--- config.mk ---
export PLATFORM = sky130hd
export DESIGN_NAME = hit_judge
export DESIGN_NICKNAME = d
export VERILOG_FILES = /design/src/rtl/hit_judge.sv
export SDC_FILE = /design/constraint.sdc
export NUM_CORES = 1
export LEC_CHECK = 0
export CAP_MARGIN = 0
export CORE_MARGIN = 3
export CORE_UTILIZATION = 25
export CTS_BUF_LIST = sky130_fd_sc_hd__clkbuf_4 sky130_fd_sc_hd__clkbuf_8 sky130_fd_sc_hd__clkbuf_16
export DETAILED_ROUTE_END_ITERATION = 16
export DONT_BUFFER_PORTS = 1
export PLACE_DENSITY = 0.48
export SLEW_MARGIN = 20
export SYNTH_ARGS = -nofsm -noshare
export SYNTH_HDL_FRONTEND = slang
export SYNTH_SLANG_ARGS = --single-unit
--- constraint.sdc ---
create_clock -name clock_24_i -period 7.9 [get_ports clock_24_i]
set_input_delay 1.58 -clock clock_24_i [delete_from_list [all_inputs] [get_ports clock_24_i]]
set_output_delay 1.58 -clock clock_24_i [all_outputs]
set_load 0.02 [all_outputs]
--- src/rtl/hit_judge.sv ---
// hit_judge: debounces four lane keys and judges them against one scrolling note row,
// producing hit/miss/retire pulses plus saturating score and combo tracking.
module hit_judge #(
  parameter int HIT_Y           = 40,
  parameter int PERFECT_WIN     = 4,
  parameter int GOOD_WIN        = 12,
  parameter int DEBOUNCE_CYCLES = 240000
) (
  input  logic        clock_24_i,
  input  logic        reset_n_i,
  input  logic [3:0]  keys_i,
  input  logic [3:0]  command_i,
  input  logic [7:0]  y_pos_i,
  input  logic        note_valid_i,
  output logic        hit_perfect_o,
  output logic        hit_good_o,
  output logic        miss_o,
  output logic        retire_o,
  output logic [15:0] score_o,
  output logic [7:0]  combo_o,
  output logic [7:0]  max_combo_o
);
  localparam int CW = $clog2(DEBOUNCE_CYCLES + 1);
  localparam logic [CW-1:0] CNT_LAST = CW'(DEBOUNCE_CYCLES - 1);
  localparam logic signed [8:0] HY = 9'(HIT_Y);
  localparam logic signed [8:0] GW = 9'(GOOD_WIN);
  localparam logic signed [8:0] PW = 9'(PERFECT_WIN);

  typedef enum logic [1:0] {WAIT, OPEN, DONE} state_t;
  state_t state_q, state_d;

  logic [3:0] sync1_q, sync2_q, deb_q, deb_d, press_q, press_d, mask_q, mask_d;
  logic [CW-1:0] cnt_q [4];
  logic [CW-1:0] cnt_d [4];
  logic signed [8:0] d;
  logic in_win, in_perf, above, opn, hit, leave, wrong;
  logic perf_q, perf_d, good_q, good_d, miss_q, miss_d, retire_q, retire_d;
  logic [15:0] score_q, score_d;
  logic [7:0] combo_q, combo_d, max_q, max_d, combo_base;
  logic [16:0] sum;

  // Debounced state is active-high "pressed"; raw keys are active-low.
  always_comb begin
    for (int i = 0; i < 4; i++) begin
      deb_d[i] = deb_q[i];
      cnt_d[i] = '0;
      if (~sync2_q[i] != deb_q[i]) begin
        if (cnt_q[i] == CNT_LAST) deb_d[i] = ~sync2_q[i];
        else cnt_d[i] = cnt_q[i] + 1'b1;
      end
    end
    press_d = deb_d & ~deb_q;
  end

  assign d       = $signed({1'b0, y_pos_i}) - HY;
  assign in_win  = (d >= -GW) && (d <= GW);
  assign in_perf = (d >= -PW) && (d <= PW);
  assign above   = d > GW;
  assign opn     = state_q == OPEN;
  assign wrong   = opn && |(press_q & ~command_i);
  assign hit     = opn && in_win && |command_i && ((mask_q | (press_q & command_i)) == command_i);
  assign leave   = opn && !hit && (!in_win || !note_valid_i);

  always_ff @(posedge clock_24_i or negedge reset_n_i) begin
    if (!reset_n_i) begin
      sync1_q  <= 4'hF;
      sync2_q  <= 4'hF;
      deb_q    <= '0;
      press_q  <= '0;
      for (int i = 0; i < 4; i++) cnt_q[i] <= '0;
      state_q  <= WAIT;
      mask_q   <= '0;
      perf_q   <= 1'b0;
      good_q   <= 1'b0;
      miss_q   <= 1'b0;
      retire_q <= 1'b0;
      score_q  <= '0;
      combo_q  <= '0;
      max_q    <= '0;
    end else begin
      sync1_q  <= keys_i;
      sync2_q  <= sync1_q;
      deb_q    <= deb_d;
      press_q  <= press_d;
      for (int i = 0; i < 4; i++) cnt_q[i] <= cnt_d[i];
      state_q  <= state_d;
      mask_q   <= mask_d;
      perf_q   <= perf_d;
      good_q   <= good_d;
      miss_q   <= miss_d;
      retire_q <= retire_d;
      score_q  <= score_d;
      combo_q  <= combo_d;
      max_q    <= max_d;
    end
  end

  always_comb begin
    state_d = (state_q == WAIT) ? ((note_valid_i && in_win) ? OPEN : WAIT)
            : opn ? ((hit || leave) ? DONE : OPEN)
            : ((!note_valid_i || above) ? WAIT : DONE);
  end

  // A wrong-lane press clears combo before a same-cycle hit increments it.
  always_comb begin
    mask_d     = opn ? (mask_q | (press_q & command_i)) : 4'd0;
    perf_d     = hit && in_perf;
    good_d     = hit && !in_perf;
    miss_d     = leave && |command_i;
    retire_d   = hit || leave;
    sum        = {1'b0, score_q} + (in_perf ? 17'd100 : 17'd50);
    score_d    = !hit ? score_q : sum[16] ? 16'hFFFF : sum[15:0];
    combo_base = wrong ? 8'd0 : combo_q;
    combo_d    = hit ? ((combo_base == 8'hFF) ? 8'hFF : combo_base + 8'd1)
               : (wrong || miss_d) ? 8'd0 : combo_q;
    max_d      = (combo_d > max_q) ? combo_d : max_q;
  end

  assign hit_perfect_o = perf_q;
  assign hit_good_o    = good_q;
  assign miss_o        = miss_q;
  assign retire_o      = retire_q;
  assign score_o       = score_q;
  assign combo_o       = combo_q;
  assign max_combo_o   = max_q;
endmodule
==> out/qor.yml, run 1 <==
status: "complete, no violations"
ir_drop_mv: 0.1271
clk_root_buffer_cell: "clkbuf_16"
clk_pin_slew_ns: 0.06
area_delta_synth_final_pct: 15.09
clk_latency_ns: 0.41
post-cts-setup-buffers: 0
tightest_slew_ns: 0.7981
swShare: 0.2589
drt_wl_total_mm: 14.02
p_int_mw: 1.291
yosysSeqAreaShare: 0.4933
final_cell_mix: "122 x dfrtp_1, 103 x nor2_1, 58 x nand2_1, 50 x xor2_1, 37 x nand3_1"
htreeDepth: 4
gp_routability_congestion: 0.7900
worst_setup_path_start_kind: "input port"
worstPathMaxFanout: 18
synth_area_leaders: "dfrtp_1 46%, xor2_1 6.6%, nor2_1 5.8%"
post-route-period-util: 0.6316
first_pass_iters: 4
cts_resized: 0
grt_max_degree: 131
fp-row-count: 58
criticalPathCategory: "input port to register"
combPwrFrac: 0.095
io_buffers: 0
rsz0062_at_grt: "false"
top_usage_layer: "met2"
ant_nets: 0
route.detailed.drc: 0
ys.flop_type: "dfrtp_1"
wire_per_inst_um: 13.73
drt-initial-drc-count: 299
die_height_um: 168.7
n_antenna_cell: 0
max_slew_margin: 0.4662
cts-buffers-inserted: 17
synth_edf_count: 0
p_per_area_nw_per_um2: 228.7
setup_viol: 0
met2_usage: 0.1469
max-cap-violations: 0
yosysTopAreaCell: "dfrtp_1"
synthesis.area_um2: 6615
start_util: 0.2582
async_flop_share: 1.000
max_freq_mhz: 200.4
crit_required_ns: 8.22
ys_types: 65
ys_ff_latch: 130
slew_viol_final: 0
grt_overflow_total: 0
p_sw_mw: 0.4509
cts.sinks: 130
finalNetCount: 721
antenna_found_initial: 0
syn_area_per_cell_um2: 9.859
syn_inst: 671
hold_buffers: 0
viasPerCell: 4.595
synth_top_area_share: 0.4615
vias: 4692
power_frac_seq: 0.421
grt_util_met3: 0.03667
fin_tns_setup_ns: 0
clkPwrFrac: 0.484
fin_skew_ns: 0.01059
syn_nets: 714
p_leak_nw: 3.309
die_area_um2: 28450
io-pin-count: 55
holdCritPathClass: "register to register"
grt_pass1_vias: 4495
use_met1: 0.1412
dp_hpwl_mm: 9.632
arrival_ns: 5.31
grt_usage: 0.1015
grt_pass1_wl_mm: 23.54
ys_warn_count: 0
dieWidth_um: 168.7
cts_tree: "built"
finalCriticalPeriod_ns: 4.990
cts_buffer_depth: 2
hold_viol_final: 0
core_area_um2: 25620
crit_path_end_kind: "register"
final_common_cell: "dfrtp_1"
drive_above_1_share: 0.08394
whs_ns: 0.3547
## flip-flops by register name, summed over array words and instances (netlist names)
name and flops:
cnt_q 72, mask_q 4, miss_o 1, score_o 16, press_q 4, sync1_q 4, hit_perfect_o 1, hit_good_o 1
combo_o 8, deb_q 4, sync2_q 4, state_q 2, retire_o 1, max_combo_o 8
## stage by stage
stage	utilization	setup WS (ns)	area, µm²	instances	power [mW]
final	0.2972	2.910	7614	1021	1.741
after global routing	0.2972	2.470	7614	1021	1.830
after CTS	0.2972	2.989	7614	1021	1.770
after detailed placement	0.2726	2.577	6983	989	0.9093
after global placement	0.2726	2.581	6983	989	0.9080
after floorplan	-	3.127	6615	671	0.8633
## cells by family (layout without fill, tap and decap cells)
family / Yosys count / after routing / synth area share
xor+xnor: 70 / 70 / 0.09268
compound gates: 81 / 81 / 0.08247
mux: 9 / 9 / 0.01494
buf+inv: 35 / 55 / 0.02043
simple gates: 322 / 322 / 0.2497
fa+ha+maj: 24 / 24 / 0.04653
flops: 130 / 130 / 0.4933
## routing by layer
layer | routed length (µm) | vias to the layer above
met2 | 6023 | 92
met4 | 214 | 0
met3 | 944 | 11
met5 | 0 | -
li1 | - | 2343
met1 | 6833 | 2246
## power by group through the flow
stage          combinational [mW]  sequential [mW]  clock [mW]
2_1_floorplan               0.128            0.735           0
3_3_place_gp                0.162            0.746           0
3_5_place_dp                0.163            0.746           0
4_1_cts                     0.166            0.734       0.870
5_1_grt                     0.191            0.736       0.903
6_report                    0.165            0.733       0.843
## synth_stat cells, drive strengths merged, types with 7 or more instances
cell    instances
nand2          58
nand2b         16
nand4          14
and2            9
a31oi           9
and4            9
dfstp           8
inv            22
dfrtp         122
nand3          38
clkbuf         10
xnor2          20
o21ai          19
xor2           50
o31ai           7
nor3           21
a21oi          17
nor2          104
mux2            7
and3           22
ha             23
## worst max-delay path, stage by stage
cell,delay [ns]
inv_1,0.06
ha_1,0.24
nand2b_1,0.23
o31ai_1,0.23
a31oi_1,0.19
o21ba_2,0.29
nor3_4,0.69
nor2_2,0.12
or3_1,0.38
ha_1,0.18
inv_1,0.05
a21o_1,0.11
a221oi_1,0.07
o21ai_0,0.15
o21ai_0,0.10
buf_4,0.19
nand3b_1,0.20
o31ai_1,0.25
## final cells by class
type                       count  area [µm²]
clock buffer                  17       425.4
clock inverter                15       205.2
fill                        2687       18000
inverter                      22       82.58
multi-input combinational    506        3217
sequential                   130        3263
tap                          330       412.9
timing repair buffer           1       7.507
## final timing paths
kind                       depth (start not counted)                         end                 start  slack, ns
min in group asynchronous                          0        combo_o[5]$_DFF_PN0_             reset_n_i       0.86
max in group asynchronous                          0        sync2_q[1]$_DFF_PN1_             reset_n_i       6.72
max reg2reg                                       15  max_combo_o[7]$_DFFE_PN0N_  state_q[1]$_DFF_PN0_       3.99
min reg2reg                                        0        sync2_q[0]$_DFF_PN1_  sync1_q[0]$_DFF_PN1_       0.35
min                                                0        sync2_q[0]$_DFF_PN1_  sync1_q[0]$_DFF_PN1_       0.35
max                                               18  max_combo_o[7]$_DFFE_PN0N_            y_pos_i[4]       2.91
No activity file was read; power rests on OpenSTA's default activity.
==> inputs of run 2 (changes only) <==
clock period = 5.2 ns   (was 7.9 ns; I/O delays follow)
==> out/qor.yml, run 2 (synthesis results as in run 1) <==
status: "complete, no violations"
cts_tree: "built"
die_area_um2: 28450  # unchanged
arrival_ns: 4.60  # -0.71 ns
vias: 4726  # +0.72%
first_pass_iters: 6  # +2
grt_usage: 0.1003  # -0.001217
critPathMostFrequentCell: "nand2b_1"
final_cell_mix: "122 x dfrtp_1, 103 x nor2_1, 58 x nand2_1, 50 x xor2_1, 37 x nand3_1"
max_freq_mhz: 232.0
die_height_um: 168.7  # unchanged
drt-initial-drc-count: 247  # -17%
grt_pass1_wl_mm: 23.43  # -0.47%
criticalPathCategory: "input port to register"
clk_latency_ns: 0.41  # about the same
gp_routability_congestion: 0.7965  # +0.82%
cts-buffers-inserted: 17  # unchanged
r2r-end: "max_combo_o[2]$_DFFE_PN0N_"
cp_slowest_cell: "fa_1"
critPathMaxStageDelay_ns: 0.40  # -0.29 ns
cts_resized: 0  # unchanged
io_buffers: 0  # unchanged
grt_overflow_total: 0  # unchanged
route.detailed.drc: 0  # unchanged
setup_viol: 0  # unchanged
crit_required_ns: 5.49  # -2.73 ns
fill_cells: 2693  # +0.22%
largest_register_ffs: 72  # unchanged
post-route-period-util: 0.8289
combPwrFrac: 0.099  # +0.004
fp-row-count: 58  # unchanged
core_area_um2: 25620  # unchanged
slew_viol_final: 0  # unchanged
ir_drop_mv: 0.1638  # +29%
grt_pass1_vias: 4555  # +1.3%
clk_root_buffer_cell: "clkbuf_16"
finalNetCount: 725  # +0.55%
max-cap-violations: 0  # unchanged
fin_skew_ns: 0.01335  # +0.002752 ns
worst_setup_path_start_kind: "input port"
hold_buffers: 0  # unchanged
clkPwrFrac: 0.468  # -0.016
p_sw_mw: 0.6476  # +44%
rrSetupSlack_ns: 1.21  # -2.78 ns
rsz0062_at_grt: "false"
cts_buffer_depth: 2  # unchanged
cp-startpoint: "y_pos_i[4]"
holdCritPathClass: "input port to async pin"
fin_tns_setup_ns: 0  # unchanged
wire_per_inst_um: 13.56  # -1.2%
area_delta_synth_final_pct: 15.07  # about the same
final_common_cell: "dfrtp_1"
crit-reg2reg-launch: "state_q[1]$_DFF_PN0_"
antenna_found_initial: 0  # unchanged
power_frac_seq: 0.434  # +0.013
clk_pin_slew_ns: 0.06  # about the same
n_antenna_cell: 0  # unchanged
cts.sinks: 130  # unchanged
grt_max_degree: 131  # unchanged
post-cts-setup-buffers: 0  # unchanged
crit_path_end_kind: "register"
worstPathMaxFanout: 6  # -12
max_slew_margin: 0.4582  # -0.007980
drive_above_1_share: 0.08921  # +0.005272
ant_nets: 0  # unchanged
viasPerCell: 4.611  # +0.33%
multi_input_area_um2: 3217  # unchanged
final-seq-area_um2: 3263  # unchanged
htreeDepth: 4  # unchanged
path_cells: "inv_1 > ha_1 > nand2b_1 > nand2b_1 > xnor2_1 > and4b_1 > a31oi_1 > o22a_1 > ha_1 > inv_1 > fa_1 > o21bai_1 > o21ai_0 > nand2b_1 > nand4_1 > or3_1 > mux2_2"
dieWidth_um: 168.7  # unchanged
finalCriticalPeriod_ns: 4.310
largest_register: "cnt_q"
tightest_slew_ns: 0.8041  # +0.006063 ns
p_leak_nw: 3.323  # +0.42%
dp_hpwl_mm: 9.581  # -0.53%
fin_ws_ns: 0.8900  # -2.020 ns
drt_wl_total_mm: 13.90  # -0.81%
hold_viol_final: 0  # unchanged
p_per_area_nw_per_um2: 337.2  # +47%
start_util: 0.2582  # unchanged
post-place-ws_ns: 0.4713  # -2.106 ns
p_int_mw: 1.919  # +49%
swShare: 0.2523  # -0.006634
reg2reg_depth: 16  # +1
io-pin-count: 55  # unchanged
-- run 2: cell count changes in the layout (fill, tap and decap cells not counted), sizes merged --
| cell | previous run | this run |
|---|---|---|
| bufinv | 4 | 2 |
| clkbuf | 17 | 24 |
| inv | 26 | 22 |
| clkinvlp | 3 | 2 |
| buf | 1 | 5 |
-- run 2: cell type report --
| type | count | share of cell area |
|---|---|---|
| Clock inverter | 8 | 0.01348 |
| Timing Repair Buffer | 5 | 0.004931 |
| Tap cell | 330 | 0.05424 |
| Sequential cell | 130 | 0.4287 |
| Clock buffer | 24 | 0.06525 |
| Multi-Input combinational cell | 506 | 0.4226 |
| Inverter | 22 | 0.01085 |
-- run 2: stage by stage --
stage	total power, mW	instances	hold slack, ns	utilization	cell area (µm²)
5_1_grt	2.697	1025	0.2890	0.2972	7612
2_1_floorplan	1.311	671	0.3452	-	6615
3_3_place_gp	1.385	993	0.3453	0.2738	7013
3_5_place_dp	1.385	993	0.3481	0.2738	7013
4_1_cts	2.611	1025	0.2949	0.2972	7612
6_report	2.567	1025	0.3205	0.2972	7612
-- run 2: worst max-delay path, delay by kind of cell --
kind	cells	cell delay [ns]
buffers and inverters	2	0.15
multiplexers	1	0.27
AO/OA/AOI/OAI	4	0.80
adder cells (fa/ha/maj)	3	0.85
AND/OR/NAND/NOR	6	1.32
XOR/XNOR	1	0.17
-- run 2: worst max-delay path by stage --
stage | to | slack, ns
5_1_grt | score_o[13]$_DFFE_PN0N_ | 0.51
3_5_place_dp | score_o[13]$_DFFE_PN0N_ | 0.47
4_1_cts | score_o[13]$_DFFE_PN0N_ | 0.91
2_1_floorplan | score_o[13]$_DFFE_PN0N_ | 0.97
6_report | score_o[15]$_DFFE_PN0N_ | 0.89
3_3_place_gp | score_o[15]$_DFFE_PN0N_ | 0.44
-- run 2: power groups by stage --
stage | registers (mW) | clock network, mW | logic (mW)
final | 1.11 | 1.20 | 0.254
after global routing | 1.12 | 1.29 | 0.291
after CTS | 1.11 | 1.24 | 0.255
after detailed placement | 1.13 | 0 | 0.253
after global placement | 1.13 | 0 | 0.253
after floorplan | 1.12 | 0 | 0.195
-- run 2: layer usage --
metal,vias up,wire (µm),track usage
li1,2366,-,-
met1,2265,7033,0.1386
met2,81,6104,0.1499
met3,14,604,0.02872
met4,0,160,0.03629
met5,-,0,0
